## config.mk

```make
export PLATFORM = sky130hd
export DESIGN_NAME = writeback_stage
export DESIGN_NICKNAME = d
export VERILOG_FILES = /design/src/rtl/writeback_stage.sv
export SDC_FILE = /design/constraint.sdc
export NUM_CORES = 1
export LEC_CHECK = 0
export CELL_PAD_IN_SITES_DETAIL_PLACEMENT = 1
export CELL_PAD_IN_SITES_GLOBAL_PLACEMENT = 1
export CORE_UTILIZATION = 30
export CTS_BUF_LIST = sky130_fd_sc_hd__clkbuf_8
export CTS_CLUSTER_DIAMETER = 50
export DETAILED_ROUTE_END_ITERATION = 8
export GPL_TIMING_DRIVEN = 0
export PLACE_DENSITY_LB_ADDON = 0.15
export SYNTH_ARGS = -nofsm -noshare
export SYNTH_HDL_FRONTEND = slang
export SYNTH_SLANG_ARGS = --single-unit
export TNS_END_PERCENT = 1
```

## constraint.sdc

```tcl
create_clock -name clk -period 2.85 [get_ports clk]
set_input_delay 0.57 -clock clk [delete_from_list [all_inputs] [get_ports clk]]
set_output_delay 0.57 -clock clk [all_outputs]
set_load 0.02 [all_outputs]
```

## src/rtl/writeback_stage.sv

```systemverilog
// Final pipeline stage: buffers execute results in a small FIFO and commits them
// in order to the register-file write port, the 16 output ports, or the status flags.
module writeback_stage #(
    parameter int DATA_W = 8,
    parameter int ADDR_W = 4,
    parameter int DEPTH  = 4
) (
    input  logic                     clk,
    input  logic                     rst,
    input  logic                     flush,
    input  logic                     ex_valid,
    output logic                     ex_ready,
    input  logic [DATA_W-1:0]        ex_sum,
    input  logic [DATA_W-1:0]        ex_carry,
    input  logic [ADDR_W-1:0]        ex_dest,
    input  logic [1:0]               ex_kind,
    input  logic                     rf_busy,
    output logic                     rf_we,
    output logic [ADDR_W-1:0]        rf_waddr,
    output logic [DATA_W-1:0]        rf_wdata,
    output logic [DATA_W-1:0]        port_out_00,
    output logic [DATA_W-1:0]        port_out_01,
    output logic [DATA_W-1:0]        port_out_02,
    output logic [DATA_W-1:0]        port_out_03,
    output logic [DATA_W-1:0]        port_out_04,
    output logic [DATA_W-1:0]        port_out_05,
    output logic [DATA_W-1:0]        port_out_06,
    output logic [DATA_W-1:0]        port_out_07,
    output logic [DATA_W-1:0]        port_out_08,
    output logic [DATA_W-1:0]        port_out_09,
    output logic [DATA_W-1:0]        port_out_10,
    output logic [DATA_W-1:0]        port_out_11,
    output logic [DATA_W-1:0]        port_out_12,
    output logic [DATA_W-1:0]        port_out_13,
    output logic [DATA_W-1:0]        port_out_14,
    output logic [DATA_W-1:0]        port_out_15,
    output logic                     flag_carry,
    output logic                     flag_zero,
    output logic [$clog2(DEPTH):0]   wb_count
);
    localparam int PW    = $clog2(DEPTH);
    localparam int CW    = PW + 1;
    localparam int NPORT = 16;

    localparam logic [1:0] KIND_REG  = 2'b00;
    localparam logic [1:0] KIND_PORT = 2'b01;
    localparam logic [1:0] KIND_FLAG = 2'b10;

    typedef enum logic {HOLD, RUN} state_t;

    state_t            state_reg;
    logic [PW-1:0]     wr_ptr_reg;
    logic [PW-1:0]     rd_ptr_reg;
    logic [CW-1:0]     count_reg;

    logic [DATA_W-1:0] mem_sum   [DEPTH];
    logic              mem_carry [DEPTH];
    logic [ADDR_W-1:0] mem_dest  [DEPTH];
    logic [1:0]        mem_kind  [DEPTH];

    logic [DATA_W-1:0] port_reg [NPORT];
    logic              rf_we_reg;
    logic [ADDR_W-1:0] rf_waddr_reg;
    logic [DATA_W-1:0] rf_wdata_reg;
    logic              flag_carry_reg;
    logic              flag_zero_reg;

    logic              push;
    logic              pop;
    logic [DATA_W-1:0] head_sum;
    logic              head_carry;
    logic [ADDR_W-1:0] head_dest;
    logic [1:0]        head_kind;
    logic              carry_lsbs_unused;

    // Only the top bit of carry_out is the architectural carry.
    assign carry_lsbs_unused = ^ex_carry[DATA_W-2:0];

    // Ready depends only on registered state, never on this cycle's pop.
    assign ex_ready = (state_reg == RUN) && (count_reg != CW'(DEPTH));
    assign push     = ex_valid && ex_ready && !flush;
    assign pop      = (count_reg != '0) && !rf_busy && !flush;

    assign head_sum   = mem_sum[rd_ptr_reg];
    assign head_carry = mem_carry[rd_ptr_reg];
    assign head_dest  = mem_dest[rd_ptr_reg];
    assign head_kind  = mem_kind[rd_ptr_reg];

    always_ff @(posedge clk) begin
        if (push) begin
            mem_sum[wr_ptr_reg]   <= ex_sum;
            mem_carry[wr_ptr_reg] <= ex_carry[DATA_W-1];
            mem_dest[wr_ptr_reg]  <= ex_dest;
            mem_kind[wr_ptr_reg]  <= ex_kind;
        end
    end

    always_ff @(posedge clk or negedge rst) begin
        if (!rst) begin
            state_reg  <= HOLD;
            wr_ptr_reg <= '0;
            rd_ptr_reg <= '0;
            count_reg  <= '0;
        end else begin
            state_reg <= RUN;
            if (flush) begin
                wr_ptr_reg <= '0;
                rd_ptr_reg <= '0;
                count_reg  <= '0;
            end else begin
                if (push) wr_ptr_reg <= wr_ptr_reg + PW'(1);
                if (pop)  rd_ptr_reg <= rd_ptr_reg + PW'(1);
                case ({push, pop})
                    2'b10:   count_reg <= count_reg + CW'(1);
                    2'b01:   count_reg <= count_reg - CW'(1);
                    default: count_reg <= count_reg;
                endcase
            end
        end
    end

    always_ff @(posedge clk or negedge rst) begin
        if (!rst) begin
            rf_we_reg      <= 1'b0;
            rf_waddr_reg   <= '0;
            rf_wdata_reg   <= '0;
            flag_carry_reg <= 1'b0;
            flag_zero_reg  <= 1'b0;
            for (int i = 0; i < NPORT; i++) port_reg[i] <= '0;
        end else begin
            rf_we_reg <= pop && (head_kind == KIND_REG);
            if (pop) begin
                if (head_kind == KIND_REG) begin
                    rf_waddr_reg <= head_dest;
                    rf_wdata_reg <= head_sum;
                end
                if (head_kind == KIND_PORT) port_reg[head_dest] <= head_sum;
                if (head_kind == KIND_REG || head_kind == KIND_PORT || head_kind == KIND_FLAG) begin
                    flag_carry_reg <= head_carry;
                    flag_zero_reg  <= (head_sum == '0);
                end
            end
        end
    end

    assign rf_we      = rf_we_reg;
    assign rf_waddr   = rf_waddr_reg;
    assign rf_wdata   = rf_wdata_reg;
    assign flag_carry = flag_carry_reg;
    assign flag_zero  = flag_zero_reg;
    assign wb_count   = count_reg;

    assign port_out_00 = port_reg[0];
    assign port_out_01 = port_reg[1];
    assign port_out_02 = port_reg[2];
    assign port_out_03 = port_reg[3];
    assign port_out_04 = port_reg[4];
    assign port_out_05 = port_reg[5];
    assign port_out_06 = port_reg[6];
    assign port_out_07 = port_reg[7];
    assign port_out_08 = port_reg[8];
    assign port_out_09 = port_reg[9];
    assign port_out_10 = port_reg[10];
    assign port_out_11 = port_reg[11];
    assign port_out_12 = port_reg[12];
    assign port_out_13 = port_reg[13];
    assign port_out_14 = port_reg[14];
    assign port_out_15 = port_reg[15];
endmodule

```

# == Yosys cells after proc, flatten, opt, wreduce, memory -nomap -nowiden ==
# Memories as Yosys holds them, arrays and structs flattened. A register that Yosys moved wholly into a read port is not among the register bits.
# Cells that the tools add are included.
# totals
reg_bits,150
mem_count,4
mem_bits_rw,60
word_cells,72
input_bits,27
# classes
magnitude_cmp,2
bitwise,1
n_addsub,4
mux,11
n_reduce_logical,21
n_eq_ne,5
# memory_table
memory,depth,width,rd,rd_ports_with_merged_regs,wr,line_no,text
mem_sum,4,8,1,0,1,56,logic [DATA_W-1:0] mem_sum [DEPTH];
mem_dest,4,4,1,0,1,58,logic [ADDR_W-1:0] mem_dest [DEPTH];
mem_kind,4,2,1,0,1,59,logic [1:0] mem_kind [DEPTH];
mem_carry,4,1,1,1,1,57,logic mem_carry [DEPTH];
# ops
cell,n
$bwmux 128,1
$demux 8 s4,1
$logic_not 8->1,1
$mux 2,4
$mux 8,1
$logic_and 1x1->1,7
$pmux 3 s2,1
$reduce_and 2->1,3
$reduce_bool 3->1,2
$ge 5x5->1 const B,1
$lt 5x1->1 const B,1
$not 4->5,1
$add 2x1->2 const B,2
$eq 2x1->1 const B,2
$eq 2x2->1 const B,2
$reduce_bool 2->1,2
$add 3x1->3 const B,1
$logic_not 1->1,3
$mux 3,1
$ne 3x3->1 const B,1
$sub 3x1->3 const B,1
$logic_not 2->1,1
$logic_or 1x1->1,2
$mux 1,2

# == Logic depth before layout (Yosys ltp) ==
# Gate-level depths: netlist (run 1).
# logic_depth
word_depth,7
depth_mapped,7

# == Least setup slack after synthesis (run 1) ==
# Ideal clock, no wire load.
# synth_path
path_kind,reg-to-reg
from,"register count_reg[0], in the netlist wb_count[0]"
to,"register count_reg[2], in the netlist wb_count[2]"
t_arrival_ps,2132
path_stages_with_launch,7
n_path_buf,0
setup_slack_ps,593
period_less_slack_ps,2257
setup_time_ps,125
cell_sequence,dfrtp_1 nor3b_1 nor3_1 nor2_1 fa_1 mux2i_1 mux2_2
# synth_between
elab_chain_cells,7
# synth_lines
element,line_no,text
start: declaration,54,logic [CW-1:0] count_reg;
start signal: assignment,114,2'b10: count_reg <= count_reg + CW'(1);
start signal: assignment,115,2'b01: count_reg <= count_reg - CW'(1);
start signal: assignment,116,default: count_reg <= count_reg;
$ne 3x3->1,80,assign ex_ready = (state_reg == RUN) && (count_reg != CW'(DEPTH));
$logic_and 1x1->1,80,
$logic_and 1x1->1 (2 in series),81,assign push = ex_valid && ex_ready && !flush;
$eq 2x1->1 / $eq 2x2->1 (equally long branches),113,"case ({push, pop})"
$pmux 3 s2,113,
$mux 3,106,if (flush) begin
# Parallel ways exist; a longest one is shown, timed or not.
# A chain may end at the register's enable or synchronous reset.

# == Worst setup path after layout (run 1) ==
# layout_path
from,register rd_ptr_reg[0]
to,"register port_reg, in the netlist port_out_09[3]"
# layout_between
elab_chain_cells,7
# layout_lines
element,line_no,text
start: declaration,53,logic [PW-1:0] rd_ptr_reg;
start signal: assignment,112,if (pop) rd_ptr_reg <= rd_ptr_reg + PW'(1);
$mem_v2 4x4,-,
$not 4->5 (not written as such),137,if (head_kind == KIND_PORT) port_reg[head_dest] <= head_sum;
$ge 5x5->1 (not written as such) / $lt 5x1->1 (equally long branches),137,
$logic_and 1x1->1 (not written as such),137,
$mux 8 (not written as such),137,
$demux 8 s4,137,
$bwmux 128,137,
end signal: indexed assignment,137,
end: declaration,61,logic [DATA_W-1:0] port_reg [NPORT];
# Parallel ways exist; a longest one is shown, timed or not.

==> qor.yml, run 1 <==
placement:
  post-place-ws_ns: -0.1528
  dpl_cell_area_um2: 10480
  placedCellCount: 1009
  dpl.hpwl_mm: 14.86
  gp_congestion: 0.7035
  io_buffers: 165
clocking:
  clock_path_buffers: 3
  cts_inserted_buffers: 40
  ctsHoldBuffers: 0
  cts_root_buf: "clkbuf_8"
  cts.clk_slew.worst_paths_ns: 0.06
  clk_latency_ns: 0.53
  cts_max_level: 2
  cts_tree: "built"
  cts_sinks: 211
yosys:
  synth_mux_area_share_pct: 23.97
  syn_nets: 503
  ys_ff_latch: 211
  synth_top_family_by_area: "multiplexers"
  avgSynthCellArea_um2: 17.69
  synth-adder-area-share_pct: 0.8411
  async_flop_share_pct: 71.56
  synth_xor_area_share_pct: 0.2103
  synth_edf_count: 60
  syn_area_um2: 8330
  synth-simple-area-share_pct: 5.617
  ys_types: 45
  ys_seq_area_share_pct: 66.99
  synth-compound-area-share_pct: 0.6609
  synth_cells: 471
  ys_warn_count: 0
  synthFlopType: "dfrtp_1"
finish:
  post_layout_nonfiller_instances: 1080
  fin_nets: 711
  top_regs: "mem_sum (32), mem_dest (16)"
  layout-drive-gt1-share_pct: 35.88
  fin_util_pct: 41.96
  area_delta_synth_final_pct: 36.51
  nFillCells: 2690
  largest_reg_flops: 32
  fin_area_um2: 11370
  diodes: 0
  largest-register: "mem_sum"
route:
  drt_iter0_markers: 230
  vias: 4940
  finalWirelength_mm: 21.67
  first_pass_iters: 4
  antenna_left: 0
  wl_per_cell_um: 20.06
  drc_errors: 0
  vias_per_cell: 4.574
timing:
  rsz0062_at_grt: "false"
  setup_viol: 0
  worst_slack_ns: 0.1383
  relSlewSlack_pct: 40.61
  worst_pin_slew_ns: 0.8843
  slew_violations: 0
  period_needed_ns: 2.712
  fmaxAchievable_mhz: 368.8
  whs_ns: 0.06952
  fin_tns_setup_ns: 0
  skew_ns: 0.01716
  post-route-period-util_pct: 95.15
  hold_viol_final: 0
setup_path:
  cpPeakStageDelay_ns: 0.79
  crit_required_ns: 3.25
  crit_start: "rd_ptr_reg[0]"
  r2r-end: "port_out_09[3]"
  path_cells: "buf_6, mux4_2, nand2b_4, nor4_4, mux2_2"
  r2r-start: "rd_ptr_reg[0]"
  cp_data_arrival_time_ns: 3.11
  critical_path.endpoint: "port_out_09[3]"
  cp-end-kind: "flop"
  r2r_cells: 5
  critPathLaunchType: "flop"
  r2r_slack_ns: 0.14
  cp_max_fo: 9
  slowest_stage: "nor4_4"
  path_class: "flop to flop"
outcome:
  outcome: "complete, no violations"
floorplanning:
  ios: 174
  core_area_um2: 27100
  die_w_um: 168.6
  start_util_pct: 30.74
  die_h_um: 168.6
  die_area_um2: 28440
  std_cell_rows: 60
run:
  maxCapViolCount: 0
grt:
  track_usage_pct: 15.88
  grt_max_degree: 79
  grt_pass1_wl_mm: 33.93
  antenna_found_initial: 0
  grt_pass1_vias: 5607
  gr-total-overflow: 0
hold_path:
  hold_class: "input port to async pin"
power_and_ir_drop:
  power_density_nw_per_um2: 803.1
  p_leak_nw: 4.951
  finalPower_mw: 9.133
  ir_drop_mv: 0.3561
final cells by class:
type	count	area [µm²]	area share [%]
Buffer	22	112.6	0.9902
Clock buffer	52	715.7	6.293
Clock inverter	19	165.2	1.452
Inverter	8	30.03	0.2641
Multi-Input combinational cell	230	2623	23.06
Sequential cell	211	5580	49.07
Tap cell	372	465.4	4.093
Timing Repair Buffer	166	1680	14.78
worst min-delay path by stage:
stage / start / endpoint / slack, ns / cells past startpoint
floorplan: rst / flag_carry / 0.27 / 0
global placement: port_out_02[2] / port_out_02[2] / 0.49 / 1
detailed placement: port_out_04[3] / port_out_04[3] / 0.49 / 1
CTS: rst / port_out_01[2] / 0.08 / 1
global route: rst / port_out_01[2] / 0.12 / 1
finish: rst / port_out_01[2] / 0.07 / 1
critical path: cells and delay by family (launching register included):
family	cells	cell delay, ns
mux	2	1.06
flops	1	0.33
buf+inv	1	0.18
simple gates	2	1.02
logic make-up after synthesis:
| group | count (synthesis) |
|---|---|
| flip-flops | 211 |
| multiplexers | 160 |
| AND/OR/NAND/NOR | 54 |
| buffers and inverters | 30 |
| AO/OA/AOI/OAI | 8 |
| adder cells (fa/ha/maj) | 5 |
| XOR/XNOR | 2 |
| other | 1 |
repair_timing:
action | 4_1_cts | 5_1_grt
setup buffers | 0 | 0
endpoints found under the setup margin | 16 | 31
resized for setup | 2 | 4
synth_stat cells (all sizes together), types with 2 or more instances:
master  instances  area share [%]
dfrtp         151              45
mux2          142              20
edfxtp         60              22
mux4           15             4.1
clkbuf         12            0.54
buf            10            0.77
nand3           9            0.96
inv             8            0.36
nor2            7            0.41
nand4           5            0.86
nor3            5            0.42
nor3b           5            0.45
and3            4            0.30
ha              4            0.60
a21oi           3            0.18
mux2i           3            0.36
nor2b           3            0.23
nor4            3            0.41
o21ai           3            0.18
or3             3            0.23
nand2b          2            0.24
power by group:
part	switching [mW]	leakage, nW	internal, mW
combinational	1.21	1.87	1.05
sequential	0.224	2.61	3.49
clock	1.26	0.472	1.91
per-layer routing:
metal	track usage [%]	vias up	wire [µm]
li1	-	2174	-
met2	27.44	143	11110
met3	3.203	32	925
met1	20.07	2591	9256
met4	4.743	0	376
met5	0	-	0
cell usage in the layout, fill, tap and decap left out, types with 4 or more instances in the layout:
cell type / count
clkbuf_1: 9
clkbuf_8: 52
dfrtp_1: 151
clkinv_1: 4
nor3b_1: 4
nand4_2: 4
nand3_2: 7
clkdlybuf4s50_1: 164
mux2_4: 8
edfxtp_1: 60
mux2_2: 134
inv_1: 15
buf_2: 6
ha_1: 4
nor2_1: 6
and3_1: 4
mux4_2: 15
No activity file was read; power rests on OpenSTA's default activity.
==> run 2: changes to the inputs <==
--- a/config.mk
+++ b/config.mk
@@ -13,6 +13,7 @@
 export DETAILED_ROUTE_END_ITERATION = 8
 export GPL_TIMING_DRIVEN = 0
 export PLACE_DENSITY_LB_ADDON = 0.15
+export SKIP_CTS_REPAIR_TIMING = 1
 export SYNTH_ARGS = -nofsm -noshare
 export SYNTH_HDL_FRONTEND = slang
 export SYNTH_SLANG_ARGS = --single-unit
==> qor.yml, run 2 (same netlist as run 1, synthesis figures left out) <==
outcome:
  outcome: "complete, no violations"
finish:
  diodes: 0
  final_cell_mix: "clkdlybuf4s50_1 (164), dfrtp_1 (151), mux2_2 (134)"
  layout-drive-gt1-share_pct: 35.73
  final-seq-area_um2: 5580
  largest-register: "mem_sum"
  fin_nets: 711
  largest_reg_flops: 32
  post_layout_nonfiller_instances: 1080
  multi_input_area_um2: 2623
  fin_util_pct: 41.96
  layout_commonest_cell: "clkdlybuf4s50_1"
  top_regs: "mem_sum (32), mem_dest (16)"
  area_delta_synth_final_pct: 36.50
  nFillCells: 2690
timing:
  period_needed_ns: 2.711
  post-route-period-util_pct: 95.12
  fmaxAchievable_mhz: 368.9
  hold_viol_final: 0
  slew_violations: 0
  rsz0062_at_grt: "false"
  setup_viol: 0
  skew_ns: 0.01784
  relSlewSlack_pct: 40.61
  worst_pin_slew_ns: 0.8842
setup_path:
  crit_buf_inv: 1
  crit_required_ns: 3.25
  r2r_cells: 5
  path_cells: "buf_6, mux4_2, nand2b_4, nor4_4, mux2_2"
  critPathLaunchType: "flop"
  slowest_stage: "nor4_4"
  cp-end-kind: "flop"
  r2r-start: "rd_ptr_reg[0]"
  cp_max_fo: 9
  cpLargestDelayFamily: "multiplexers"
  path_class: "flop to flop"
  cp.depth: 5
  r2r_slack_ns: 0.14
  r2r-end: "port_out_09[3]"
  cpPeakStageDelay_ns: 0.79
  cp_data_arrival_time_ns: 3.11
route:
  vias: 4940
  finalWirelength_mm: 21.67
  wl_per_cell_um: 20.07
  antenna_left: 0
  drt_iter0_markers: 233
  vias_per_cell: 4.574
  drc_errors: 0
  first_pass_iters: 4
clocking:
  cts_inserted_buffers: 40
  cts_sinks: 211
  cts_root_buf: "clkbuf_8"
  cts_max_level: 2
  cts.clk_slew.worst_paths_ns: 0.06
  clock_path_buffers: 3
  clk_latency_ns: 0.53
  cts_tree: "built"
grt:
  antenna_found_initial: 0
  track_usage_pct: 15.88
  grt_pass1_wl_mm: 33.93
  grt_pass1_vias: 5607
  gr-total-overflow: 0
  grt_max_degree: 79
power_and_ir_drop:
  power_density_nw_per_um2: 803.2
  p_leak_nw: 4.949
  ir_drop_mv: 0.3563
floorplanning:
  die_area_um2: 28440
  die_w_um: 168.6
  core_area_um2: 27100
  std_cell_rows: 60
  die_h_um: 168.6
  ios: 174
  start_util_pct: 30.74
placement:
  dpl.hpwl_mm: 14.86
  io_buffers: 165
  gp_congestion: 0.7035
  placedCellCount: 1009
hold_path:
  hold_class: "input port to async pin"
run:
  maxCapViolCount: 0
## run 2: cell types whose count changed in the layout (fill, tap and decap cells not counted)
cell      previous run  this run
clkbuf_1             9        10
clkbuf_2             3         2
## run 2: worst max path at each step
stage / from / end
5_1_grt: rd_ptr_reg[0] / port_out_09[3]
4_1_cts: rd_ptr_reg[1] / port_out_12[2]
6_report: rd_ptr_reg[0] / port_out_09[3]
2_1_floorplan: wb_count[0] / wb_count[2]
3_3_place_gp: rst / port_out_13[2]
3_5_place_dp: ex_valid / mem_sum[3][3]
## run 2: stage by stage
step / hold slack, ns / setup slack (ns) / TNS, ns / total power, mW / area (µm²)
floorplan: 0.2744 / 0.5933 / 0 / 4.907 / 8330
global placement: 0.4865 / -4.804 / -728.19 / 5.992 / 10450
detailed placement: 0.4926 / -0.1528 / -8.181 / 6.066 / 10480
CTS: 0.08321 / -0.06463 / -0.4817 / 9.294 / 11360
global route: 0.1157 / 0.03184 / 0 / 9.582 / 11370
finish: 0.06947 / 0.1390 / 0 / 9.133 / 11370
## run 2: final cells by class
cell class | count | area share [%]
clock buffers | 52 | 6.294
inverters | 8 | 0.2641
flip-flops and latches | 211 | 49.08
clock inverters | 19 | 1.452
plain buffers | 22 | 0.9793
multi-input cells | 230 | 23.06
well taps | 372 | 4.093
repair buffers | 166 | 14.78
## run 2: power by group
group | internal, mW | switching [mW]
registers | 3.49 | 0.224
logic | 1.05 | 1.21
clock network | 1.91 | 1.26
total | 6.45 | 2.69
## run 2: metal layers
metal / track usage, % / part of all wire [%]
met1: 20.07 / 43
met2: 27.44 / 51
met3: 3.203 / 4.3
met4: 4.743 / 1.7
met5: 0 / 0
